[config.mk]
export PLATFORM = sky130hd
export DESIGN_NAME = rps_round_ctrl_flat
export DESIGN_NICKNAME = d
export VERILOG_FILES = /design/src/rtl/rps_round_ctrl_if.sv /design/src/rtl/rps_round_ctrl.sv /design/src/flat_wrapper.sv
export SDC_FILE = /design/constraint.sdc
export NUM_CORES = 1
export LEC_CHECK = 0
export ABC_AREA = 1
export BUFFER_PORTS_ARGS = -buffer_cell sky130_fd_sc_hd__buf_2
export CORE_ASPECT_RATIO = 1.75
export CORE_UTILIZATION = 50
export DETAILED_ROUTE_END_ITERATION = 6
export PLACE_DENSITY = 0.69
export REMOVE_ABC_BUFFERS = 1
export SLEW_MARGIN = 20
export SYNTH_ARGS = -nofsm -noshare
export SYNTH_HDL_FRONTEND = slang
export SYNTH_SLANG_ARGS = --single-unit
[constraint.sdc]
create_clock -name clk -period 2 [get_ports clk]
set_input_delay 0.1 -clock clk [delete_from_list [all_inputs] [get_ports clk]]
set_output_delay 0.1 -clock clk [all_outputs]
set_load 0.005 [all_outputs]
[src/rtl/rps_round_ctrl_if.sv]
// Player-facing bus of the rock-paper-scissors round controller.
// Latency: none (wires only); backpressure: none, the gesture valids are levels.
// Ports: start, p1/p2 valid+sig (master drives), capture_req, led, scores,
//        round_done, match_over, winner (slave drives).
interface rps_round_ctrl_if #(
  parameter int SCORE_W = 3
) ();
  logic               start;
  logic               p1_valid;
  logic [2:0]         p1_sig;
  logic               p2_valid;
  logic [2:0]         p2_sig;
  logic               capture_req;
  logic [2:0]         led;
  logic [SCORE_W-1:0] p1_score;
  logic [SCORE_W-1:0] p2_score;
  logic               round_done;
  logic               match_over;
  logic [1:0]         winner;

  modport master (
    output start, p1_valid, p1_sig, p2_valid, p2_sig,
    input  capture_req, led, p1_score, p2_score, round_done, match_over, winner
  );

  modport slave (
    input  start, p1_valid, p1_sig, p2_valid, p2_sig,
    output capture_req, led, p1_score, p2_score, round_done, match_over, winner
  );
endinterface

[src/rtl/rps_round_ctrl.sv]
// Sequences a rock-paper-scissors match: countdown, capture, judge, show, score.
// Latency: all outputs registered; JUDGE is one cycle after the last gesture latches.
// Backpressure: none; gestures are sampled only while capture_req is high, first sample wins.
// Ports: clk, reset (sync, active-high); bus (slave): start, p1/p2_valid, p1/p2_sig[2:0]
//        ([2] rock, [1] paper, [0] scissors) in; capture_req, led[2:0], p1/p2_score,
//        round_done, match_over, winner[1:0] (01 p1, 10 p2) out.
module rps_round_ctrl #(
  parameter int BEAT_CYCLES   = 12000000,
  parameter int TIMEOUT_BEATS = 4,
  parameter int SHOW_BEATS    = 2,
  parameter int WIN_SCORE     = 3,
  parameter int SCORE_W       = 3
) (
  input logic             clk,
  input logic             reset,
  rps_round_ctrl_if.slave bus
);

  localparam int CW   = $clog2(BEAT_CYCLES + 1);
  localparam int MAXB = (TIMEOUT_BEATS > SHOW_BEATS) ?
                        ((TIMEOUT_BEATS > 3) ? TIMEOUT_BEATS : 3) :
                        ((SHOW_BEATS > 3) ? SHOW_BEATS : 3);
  localparam int BW   = $clog2(MAXB + 1);

  localparam logic [CW-1:0]      BEAT_LAST  = CW'(BEAT_CYCLES - 1);
  localparam logic [BW-1:0]      COUNT_LAST = BW'(2);
  localparam logic [BW-1:0]      TO_LAST    = BW'(TIMEOUT_BEATS - 1);
  localparam logic [BW-1:0]      SHOW_LAST  = BW'(SHOW_BEATS - 1);
  localparam logic [SCORE_W-1:0] WIN        = SCORE_W'(WIN_SCORE);

  typedef enum logic [2:0] {
    S_IDLE, S_COUNT, S_CAPTURE, S_JUDGE, S_SHOW, S_OVER
  } state_t;

  state_t             r_state;
  logic [CW-1:0]      r_beat_cnt;
  logic [BW-1:0]      r_beat_num;
  logic               r_p1_lat, r_p2_lat;
  logic [2:0]         r_p1_sig, r_p2_sig;
  logic [2:0]         r_led;
  logic               r_capture_req, r_round_done, r_match_over;
  logic [1:0]         r_winner;
  logic [SCORE_W-1:0] r_p1_score, r_p2_score;

  logic       w_tick;
  logic       w_p1_ok, w_p2_ok, w_p1_beats, w_p2_beats;
  logic       w_p1_have, w_p2_have;
  logic [1:0] w_res;

  function automatic logic f_onehot3(input logic [2:0] s);
    return (s == 3'b100) || (s == 3'b010) || (s == 3'b001);
  endfunction

  // Round result to LED pattern: p1 on the left, p2 on the right, tie in the middle.
  function automatic logic [2:0] f_led(input logic [1:0] res);
    case (res)
      2'b01:   return 3'b100;
      2'b10:   return 3'b001;
      default: return 3'b010;
    endcase
  endfunction

  assign w_tick = (r_beat_cnt == BEAT_LAST);

  // A foul (non one-hot) is handled exactly like a missing player.
  assign w_p1_ok = r_p1_lat && f_onehot3(r_p1_sig);
  assign w_p2_ok = r_p2_lat && f_onehot3(r_p2_sig);

  // Valid only when both signatures are one-hot.
  assign w_p1_beats = (r_p1_sig[2] & r_p2_sig[0]) | (r_p1_sig[0] & r_p2_sig[1]) |
                      (r_p1_sig[1] & r_p2_sig[2]);
  assign w_p2_beats = (r_p2_sig[2] & r_p1_sig[0]) | (r_p2_sig[0] & r_p1_sig[1]) |
                      (r_p2_sig[1] & r_p1_sig[2]);

  always_comb begin
    w_res = 2'b00;
    if (w_p1_ok && w_p2_ok) begin
      if (w_p1_beats)      w_res = 2'b01;
      else if (w_p2_beats) w_res = 2'b10;
    end else if (w_p1_ok) begin
      w_res = 2'b01;
    end else if (w_p2_ok) begin
      w_res = 2'b10;
    end
  end

  // A gesture arriving this cycle counts, so the exit also sees same-cycle latches.
  assign w_p1_have = r_p1_lat | bus.p1_valid;
  assign w_p2_have = r_p2_lat | bus.p2_valid;

  always_ff @(posedge clk) begin
    if (reset) begin
      r_state       <= S_IDLE;
      r_beat_cnt    <= '0;
      r_beat_num    <= '0;
      r_p1_lat      <= 1'b0;
      r_p2_lat      <= 1'b0;
      r_p1_sig      <= 3'b000;
      r_p2_sig      <= 3'b000;
      r_led         <= 3'b000;
      r_capture_req <= 1'b0;
      r_round_done  <= 1'b0;
      r_match_over  <= 1'b0;
      r_winner      <= 2'b00;
      r_p1_score    <= '0;
      r_p2_score    <= '0;
    end else begin
      r_round_done <= 1'b0;
      // Free-running beat timer; every state change below overrides it back to zero.
      if (w_tick) begin
        r_beat_cnt <= '0;
        r_beat_num <= r_beat_num + 1'b1;
      end else begin
        r_beat_cnt <= r_beat_cnt + 1'b1;
      end

      case (r_state)
        S_IDLE: begin
          if (bus.start) begin
            r_state    <= S_COUNT;
            r_led      <= 3'b111;
            r_beat_cnt <= '0;
            r_beat_num <= '0;
          end
        end
        S_COUNT: begin
          if (w_tick) begin
            if (r_beat_num == COUNT_LAST) begin
              r_state       <= S_CAPTURE;
              r_led         <= 3'b000;
              r_capture_req <= 1'b1;
              r_beat_cnt    <= '0;
              r_beat_num    <= '0;
            end else begin
              r_led <= {1'b0, r_led[2:1]};  // 111 -> 011 -> 001
            end
          end
        end
        S_CAPTURE: begin
          if (bus.p1_valid && !r_p1_lat) begin
            r_p1_lat <= 1'b1;
            r_p1_sig <= bus.p1_sig;
          end
          if (bus.p2_valid && !r_p2_lat) begin
            r_p2_lat <= 1'b1;
            r_p2_sig <= bus.p2_sig;
          end
          if ((w_p1_have && w_p2_have) || (w_tick && r_beat_num == TO_LAST)) begin
            r_state       <= S_JUDGE;
            r_capture_req <= 1'b0;
            r_round_done  <= 1'b1;  // high for the single JUDGE cycle
            r_beat_cnt    <= '0;
            r_beat_num    <= '0;
          end
        end
        S_JUDGE: begin
          r_led <= f_led(w_res);
          if (w_res == 2'b01)      r_p1_score <= r_p1_score + 1'b1;
          else if (w_res == 2'b10) r_p2_score <= r_p2_score + 1'b1;
          r_p1_lat   <= 1'b0;
          r_p2_lat   <= 1'b0;
          r_state    <= S_SHOW;
          r_beat_cnt <= '0;
          r_beat_num <= '0;
        end
        S_SHOW: begin
          if (w_tick && r_beat_num == SHOW_LAST) begin
            // The deciding round was won by the match winner, so led already holds its pattern.
            if (r_p1_score == WIN || r_p2_score == WIN) begin
              r_state      <= S_OVER;
              r_match_over <= 1'b1;
              r_winner     <= (r_p1_score == WIN) ? 2'b01 : 2'b10;
            end else begin
              r_state <= S_COUNT;
              r_led   <= 3'b111;
            end
            r_beat_cnt <= '0;
            r_beat_num <= '0;
          end
        end
        S_OVER: begin
          if (bus.start) begin
            r_state      <= S_COUNT;
            r_led        <= 3'b111;
            r_p1_score   <= '0;
            r_p2_score   <= '0;
            r_winner     <= 2'b00;
            r_match_over <= 1'b0;
            r_beat_cnt   <= '0;
            r_beat_num   <= '0;
          end
        end
        default: r_state <= S_IDLE;
      endcase
    end
  end

  assign bus.capture_req = r_capture_req;
  assign bus.led         = r_led;
  assign bus.p1_score    = r_p1_score;
  assign bus.p2_score    = r_p2_score;
  assign bus.round_done  = r_round_done;
  assign bus.match_over  = r_match_over;
  assign bus.winner      = r_winner;

endmodule

[src/flat_wrapper.sv]
// flat-port wrapper written by rule: the top's interface ports become plain ports
module rps_round_ctrl_flat 
#(
  parameter int BEAT_CYCLES   = 12000000,
  parameter int TIMEOUT_BEATS = 4,
  parameter int SHOW_BEATS    = 2,
  parameter int WIN_SCORE     = 3,
  parameter int SCORE_W       = 3
)
  (clk, reset, bus_start, bus_p1_valid, bus_p1_sig, bus_p2_valid, bus_p2_sig, bus_capture_req, bus_led, bus_p1_score, bus_p2_score, bus_round_done, bus_match_over, bus_winner);
  rps_round_ctrl_if #(.SCORE_W(SCORE_W)) bus_i ();
  input logic clk;
  input logic reset;
  input wire logic [$bits(bus_i.start)-1:0] bus_start;
  input wire logic [$bits(bus_i.p1_valid)-1:0] bus_p1_valid;
  input wire logic [$bits(bus_i.p1_sig)-1:0] bus_p1_sig;
  input wire logic [$bits(bus_i.p2_valid)-1:0] bus_p2_valid;
  input wire logic [$bits(bus_i.p2_sig)-1:0] bus_p2_sig;
  output wire logic [$bits(bus_i.capture_req)-1:0] bus_capture_req;
  output wire logic [$bits(bus_i.led)-1:0] bus_led;
  output wire logic [$bits(bus_i.p1_score)-1:0] bus_p1_score;
  output wire logic [$bits(bus_i.p2_score)-1:0] bus_p2_score;
  output wire logic [$bits(bus_i.round_done)-1:0] bus_round_done;
  output wire logic [$bits(bus_i.match_over)-1:0] bus_match_over;
  output wire logic [$bits(bus_i.winner)-1:0] bus_winner;
  assign bus_i.start = bus_start;
  assign bus_i.p1_valid = bus_p1_valid;
  assign bus_i.p1_sig = bus_p1_sig;
  assign bus_i.p2_valid = bus_p2_valid;
  assign bus_i.p2_sig = bus_p2_sig;
  assign bus_capture_req = bus_i.capture_req;
  assign bus_led = bus_i.led;
  assign bus_p1_score = bus_i.p1_score;
  assign bus_p2_score = bus_i.p2_score;
  assign bus_round_done = bus_i.round_done;
  assign bus_match_over = bus_i.match_over;
  assign bus_winner = bus_i.winner;
  rps_round_ctrl #(.BEAT_CYCLES(BEAT_CYCLES), .TIMEOUT_BEATS(TIMEOUT_BEATS), .SHOW_BEATS(SHOW_BEATS), .WIN_SCORE(WIN_SCORE), .SCORE_W(SCORE_W)) u_core (.clk(clk), .reset(reset), .bus(bus_i));
endmodule
**After elaboration in Yosys (flattened, before gate mapping)**

Index checks and enable logic that the tools add are counted.

- Equal/unequal tests: 32
- Mux-type cells: 57
- Bitwise operators: 13
- Add/sub/neg operators: 4
- Reductions and logical operators: 34

Operators with widths:

| operator | count |
|---|---|
| $mux W24 | 6 |
| $pmux W24 S5 | 1 |
| $mux W3 | 20 |
| $pmux W3 S5 | 2 |
| $add A24 B1 Y24 const B | 1 |
| $eq A24 B24 Y1 const B | 1 |
| $eq A3 B2 Y1 const B | 8 |
| $mux W2 | 10 |
| $ne A2 B1 Y1 const B | 10 |
| $pmux W3 S2 | 3 |
| $eq A3 B1 Y1 const B | 4 |
| $eq A3 B3 Y1 const B | 4 |
| $pmux W3 S4 | 1 |
| $reduce_and A4 Y1 | 3 |
| $reduce_and A5 Y1 | 2 |
| $add A3 B1 Y3 const B | 3 |
| $mux W1 | 9 |
| $logic_and A1 B1 Y1 | 8 |
| $pmux W1 S2 | 4 |
| $reduce_and A2 Y1 | 4 |
| $reduce_bool A2 Y1 | 4 |
| $and A1 B1 Y1 | 6 |
| $logic_or A1 B1 Y1 | 6 |
| $ne A2 B2 Y1 const B | 3 |
| 10 further kinds | 17 |

- Flip-flop bits (word level): 52
- Bits of input ports: 11
- Output and inout port bits: 14
- Logic and storage cells: 154

**Logic depth before layout (Yosys ltp)**

- Word-level depth: 11
- Mapped depth: 13
- Gate-level depth less buffers: 13

**Worst setup path before layout**

No wires, ideal clock.

- Path kind: flip-flop to flip-flop
- Start point: register u_core.r_p1_sig[1]
- End point: register u_core.r_p2_score[1], in the netlist u_core.bus.p2_score[1]
- Buffers on the path: 0
- Library setup time: 0.129 ns
- Setup slack: 0.191 ns
- Cell stages (with the launch flop): 11
- Period minus slack after synthesis: 1.809 ns
- Data required time: 1.871 ns
- Data arrival time: 1.680 ns
- Path through: dfxtp_1 maj3_1 nor3_1 nand2_1 nand2_1 inv_1 ha_1 o211ai_2 nor2_1 a22oi_1 nor2_1

- Word-level cells in the longest chain between the ends: 9
- Elaborated cells between the ends (all ways): 21
- Those cells by class: eq/ne (7); mux (4); bitwise (5); reduce/logical (5)

Ends and longest elaborated chain:

| element | line | RTL |
|---|---|---|
| start: declaration | rps_round_ctrl.sv:39 | `logic [2:0] r_p1_sig, r_p2_sig;` |
| start signal: assignment | rps_round_ctrl.sv:142 | `r_p1_sig <= bus.p1_sig;` |
| $and A1 B1 Y1 (tied with other cells) | rps_round_ctrl.sv:72 | `assign w_p2_beats = (r_p2_sig[2] & r_p1_sig[0]) \| (r_p2_sig[0] & r_p1_sig[1]) \|` |
| $or A1 B1 Y1 or $logic_or A1 B1 Y1 (tied branches) (2 in a row) | rps_round_ctrl.sv:72, rps_round_ctrl.sv:51 |  |
| $mux W2 or $logic_and A1 B1 Y1 (tied branches) | rps_round_ctrl.sv:79, rps_round_ctrl.sv:66 |  |
| $mux W2 (tied with other cells) | rps_round_ctrl.sv:78 | `if (w_p1_beats) w_res = 2'b01;` |
| $mux W2 * | rps_round_ctrl.sv:77 | `if (w_p1_ok && w_p2_ok) begin` |
| $eq A2 B1 Y1 or $eq A2 B2 Y1 (tied branches) | rps_round_ctrl.sv:158, rps_round_ctrl.sv:159 |  |
| $ne A2 B2 Y1 (no line) or $ne A2 B1 Y1 (tied branches) | n/a |  |
| $reduce_and A4 Y1 (no line) * | n/a |  |
| end signal: assignment | rps_round_ctrl.sv:159 | `else if (w_res == 2'b10) r_p2_score <= r_p2_score + 1'b1;` |
| end: declaration | rps_round_ctrl.sv:43 | `logic [SCORE_W-1:0] r_p1_score, r_p2_score;` |

Mark *: on every way between the ends. The rest lies on a longest branch, timed or not.
A chain may end at the register's enable or synchronous reset.

**Final worst setup path**

Same ends and word-level chain as after synthesis.

==> impl_metrics.env <==
export IMPL_cp_startpoint="u_core.r_p1_sig[1]"
export IMPL_finalSetupTns_ns=0
export IMPL_tritoncts="built"
export IMPL_min_period_over_period_pct=93.8
export IMPL_peakVddDrop_uv=678
export IMPL_clock_path_buffers=2
export IMPL_synthesis_area_um2=2840
export IMPL_fmax_mhz=533
export IMPL_synth_area_leader_cell="dfxtp_1"
export IMPL_cts_clk_slew_worst_paths_ns=0.09
export IMPL_cp_required_ns=2.20
export IMPL_grt_max_degree=25
export IMPL_io_buffers=24
export IMPL_final_cell_mix="83 x nand2_1, 76 x nor2_1, 49 x inv_1, 49 x dfxtp_1, 24 x buf_2"
export IMPL_cp_start_kind="register"
export IMPL_p_per_area_nw_per_um2=858
export IMPL_post_route_min_period_ns=1.88
export IMPL_power_leakage_nw=1.41
export IMPL_syn_area_per_cell_um2=6.91
export IMPL_drive_above_1_share_pct=20.4
export IMPL_start_util_pct=51.2
export IMPL_crit_type="reg -> reg"
export IMPL_htree_levels=2
export IMPL_overflow=0
export IMPL_drv_slew=0
export IMPL_ys_types=36
export IMPL_antenna_cells=0
export IMPL_maxCapViolations=0
export IMPL_hp_start="bus_p2_sig[2]"
export IMPL_vias=2587
export IMPL_syn_to_final_growth_pct=15.8
export IMPL_dr_first_iter_drc_count=95
export IMPL_ctsRootBufferMaster="clkbuf_8"
export IMPL_grt_first_pass_wirelength_mm=10.6
export IMPL_antenna_left=0
export IMPL_tightestPinTransition_ns=0.455
export IMPL_clock_sinks=52
export IMPL_path_max_fanout=6
export IMPL_avgRoutedWirePerCell_um=11.6
export IMPL_synthTopCellsByArea="dfxtp_1 37%, nand2_1 11%, nor2_1 10%"
export IMPL_rsz0062_at_grt="no"
export IMPL_status="finished clean"
export IMPL_hold_buffers=0
export IMPL_grt_pass1_vias=2585
export IMPL_final_nets=467
export IMPL_dpl_hpwl_mm=4.71
export IMPL_die_area_um2=6000
export IMPL_synthCells=411
export IMPL_drt_pass1_iter_count=4
export IMPL_yosysTopAreaCellShare_pct=36.7
export IMPL_power_mw=2.82
export IMPL_core_area_um2=5540
export IMPL_route_detailed_drc=0
export IMPL_yosysSeqAreaShare_pct=36.7
export IMPL_r2r_start="u_core.r_p1_sig[1]"
export IMPL_hold_viol_final=0
export IMPL_final_common_cell="nand2_1"
export IMPL_final_util_pct=59.3
export IMPL_insertion_delay_ns=0.31
export IMPL_ios=25
export IMPL_die_h_um=102
export IMPL_cts_made_buffers=5
export IMPL_viasPerCell=4.96
export IMPL_clock_skew_ns=0.00737
export IMPL_gp_congestion=0.891
export IMPL_slew_headroom_pct=69.7
export IMPL_finalSetupViolCount=0
export IMPL_endpoint_kind="register"
export IMPL_hold_path_class="in -> reg"
export IMPL_cp_data_arrival_time_ns=2.08
export IMPL_drt_wl_total_mm=6.06
export IMPL_track_usage_pct=22.8
export IMPL_row_count=36
export IMPL_yosys_warnings=0
export IMPL_synth_seq_cells=52
export IMPL_antenna_found_initial=0
export IMPL_die_w_um=59.0
==> repair_timing <==
action                                  4_1_cts  5_1_grt
endpoints found under the hold margin         0        0
buffers inserted                              0        3
endpoints found under the setup margin        0       11
resized for setup                             0       22
==> cell type report <==
class	instances	area (µm²)
inverter	59	226
clock buffer	5	68.8
clock inverter	3	42.5
timing repair buffer	31	185
fill	571	2250
sequential	52	1050
tap	76	95.1
multi-input combinational	296	1620
==> layer usage <==
metal	part of all wire, %	global-route usage (%)	routed length, µm
met1	38	22.4	2300
met2	57	43.5	3470
met3	1.4	3.58	86
met4	3.3	12.3	197
met5	0	0	0
==> registers in the layout, summed over array words and instances (netlist names) <==
signal                  count
u_core.bus.match_over       1
u_core.r_p2_lat             1
u_core.r_p2_sig             3
u_core.r_beat_num           3
u_core.r_beat_cnt          24
u_core.bus.capture_req      1
u_core.bus.p2_score         3
u_core.bus.p1_score         3
u_core.bus.winner           2
u_core.bus.led              3
u_core.r_p1_lat             1
u_core.r_p1_sig             3
u_core.r_state              3
u_core.bus.round_done       1
==> cells by family after synthesis <==
| kind of cell | count (synthesis) | share of synthesized area [%] |
|---|---|---|
| flip-flops | 52 | 36.7 |
| buffers and inverters | 63 | 8.90 |
| AO/OA/AOI/OAI | 41 | 8.33 |
| XOR/XNOR | 16 | 4.94 |
| adder cells (fa/ha/maj) | 12 | 5.20 |
| AND/OR/NAND/NOR | 227 | 36.0 |
==> cell usage after synthesis, drive strengths merged <==
| cell type | number |
|---|---|
| a211oi | 1 |
| a21oi | 21 |
| a22o | 1 |
| a22oi | 1 |
| a31oi | 1 |
| buf | 2 |
| clkbuf | 2 |
| clkinv | 2 |
| dfxtp | 52 |
| ha | 11 |
| inv | 57 |
| maj3 | 1 |
| nand2 | 92 |
| nand3 | 20 |
| nand4 | 8 |
| nor2 | 89 |
| nor3 | 16 |
| o211ai | 1 |
| o21ai | 13 |
| o22ai | 2 |
| or2 | 2 |
| xnor2 | 3 |
| xor2 | 13 |
==> critical path, cell delays in order, from the launching register on <==
cell and delay, ns:
dfxtp_2 0.34, maj3_2 0.33, nor3_4 0.21, nand2_2 0.08
buf_4 0.14, ha_4 0.16, o211ai_4 0.23, nor2_1 0.09
a22oi_1 0.16, nor2_1 0.06
==> power by group <==
group / switching [mW] / total (mW) / internal, mW
clock: 0.362 / 0.733 / 0.371
sequential: 0.0835 / 1.22 / 1.13
combinational: 0.550 / 0.869 / 0.319
total: 0.995 / 2.82 / 1.82
==> per-stage QoR <==
stage / hold slack (ns) / setup WS (ns) / area (µm²) / cells
global placement: 0.341 / 0.0875 / 3070 / 511
global route: 0.0426 / 0.0124 / 3290 / 522
detailed placement: 0.352 / 0.0496 / 3070 / 511
CTS: 0.0284 / 0.0395 / 3180 / 519
floorplan: 0.162 / 0.203 / 2810 / 407
finish: 0.0246 / 0.124 / 3290 / 522
==> path summary, 6_finish.rpt <==
path                            depth (start not counted)  slack (ns)                endpoint
worst min-delay path                                    3        0.02      u_core.r_p2_sig[2]
worst max-delay path                                    9        0.12  u_core.bus.p2_score[1]
worst max register to register                          9        0.12  u_core.bus.p2_score[1]
worst min register to register                          1        0.45    u_core.r_beat_cnt[0]
Note: power is estimated with default switching activity, not from simulation.
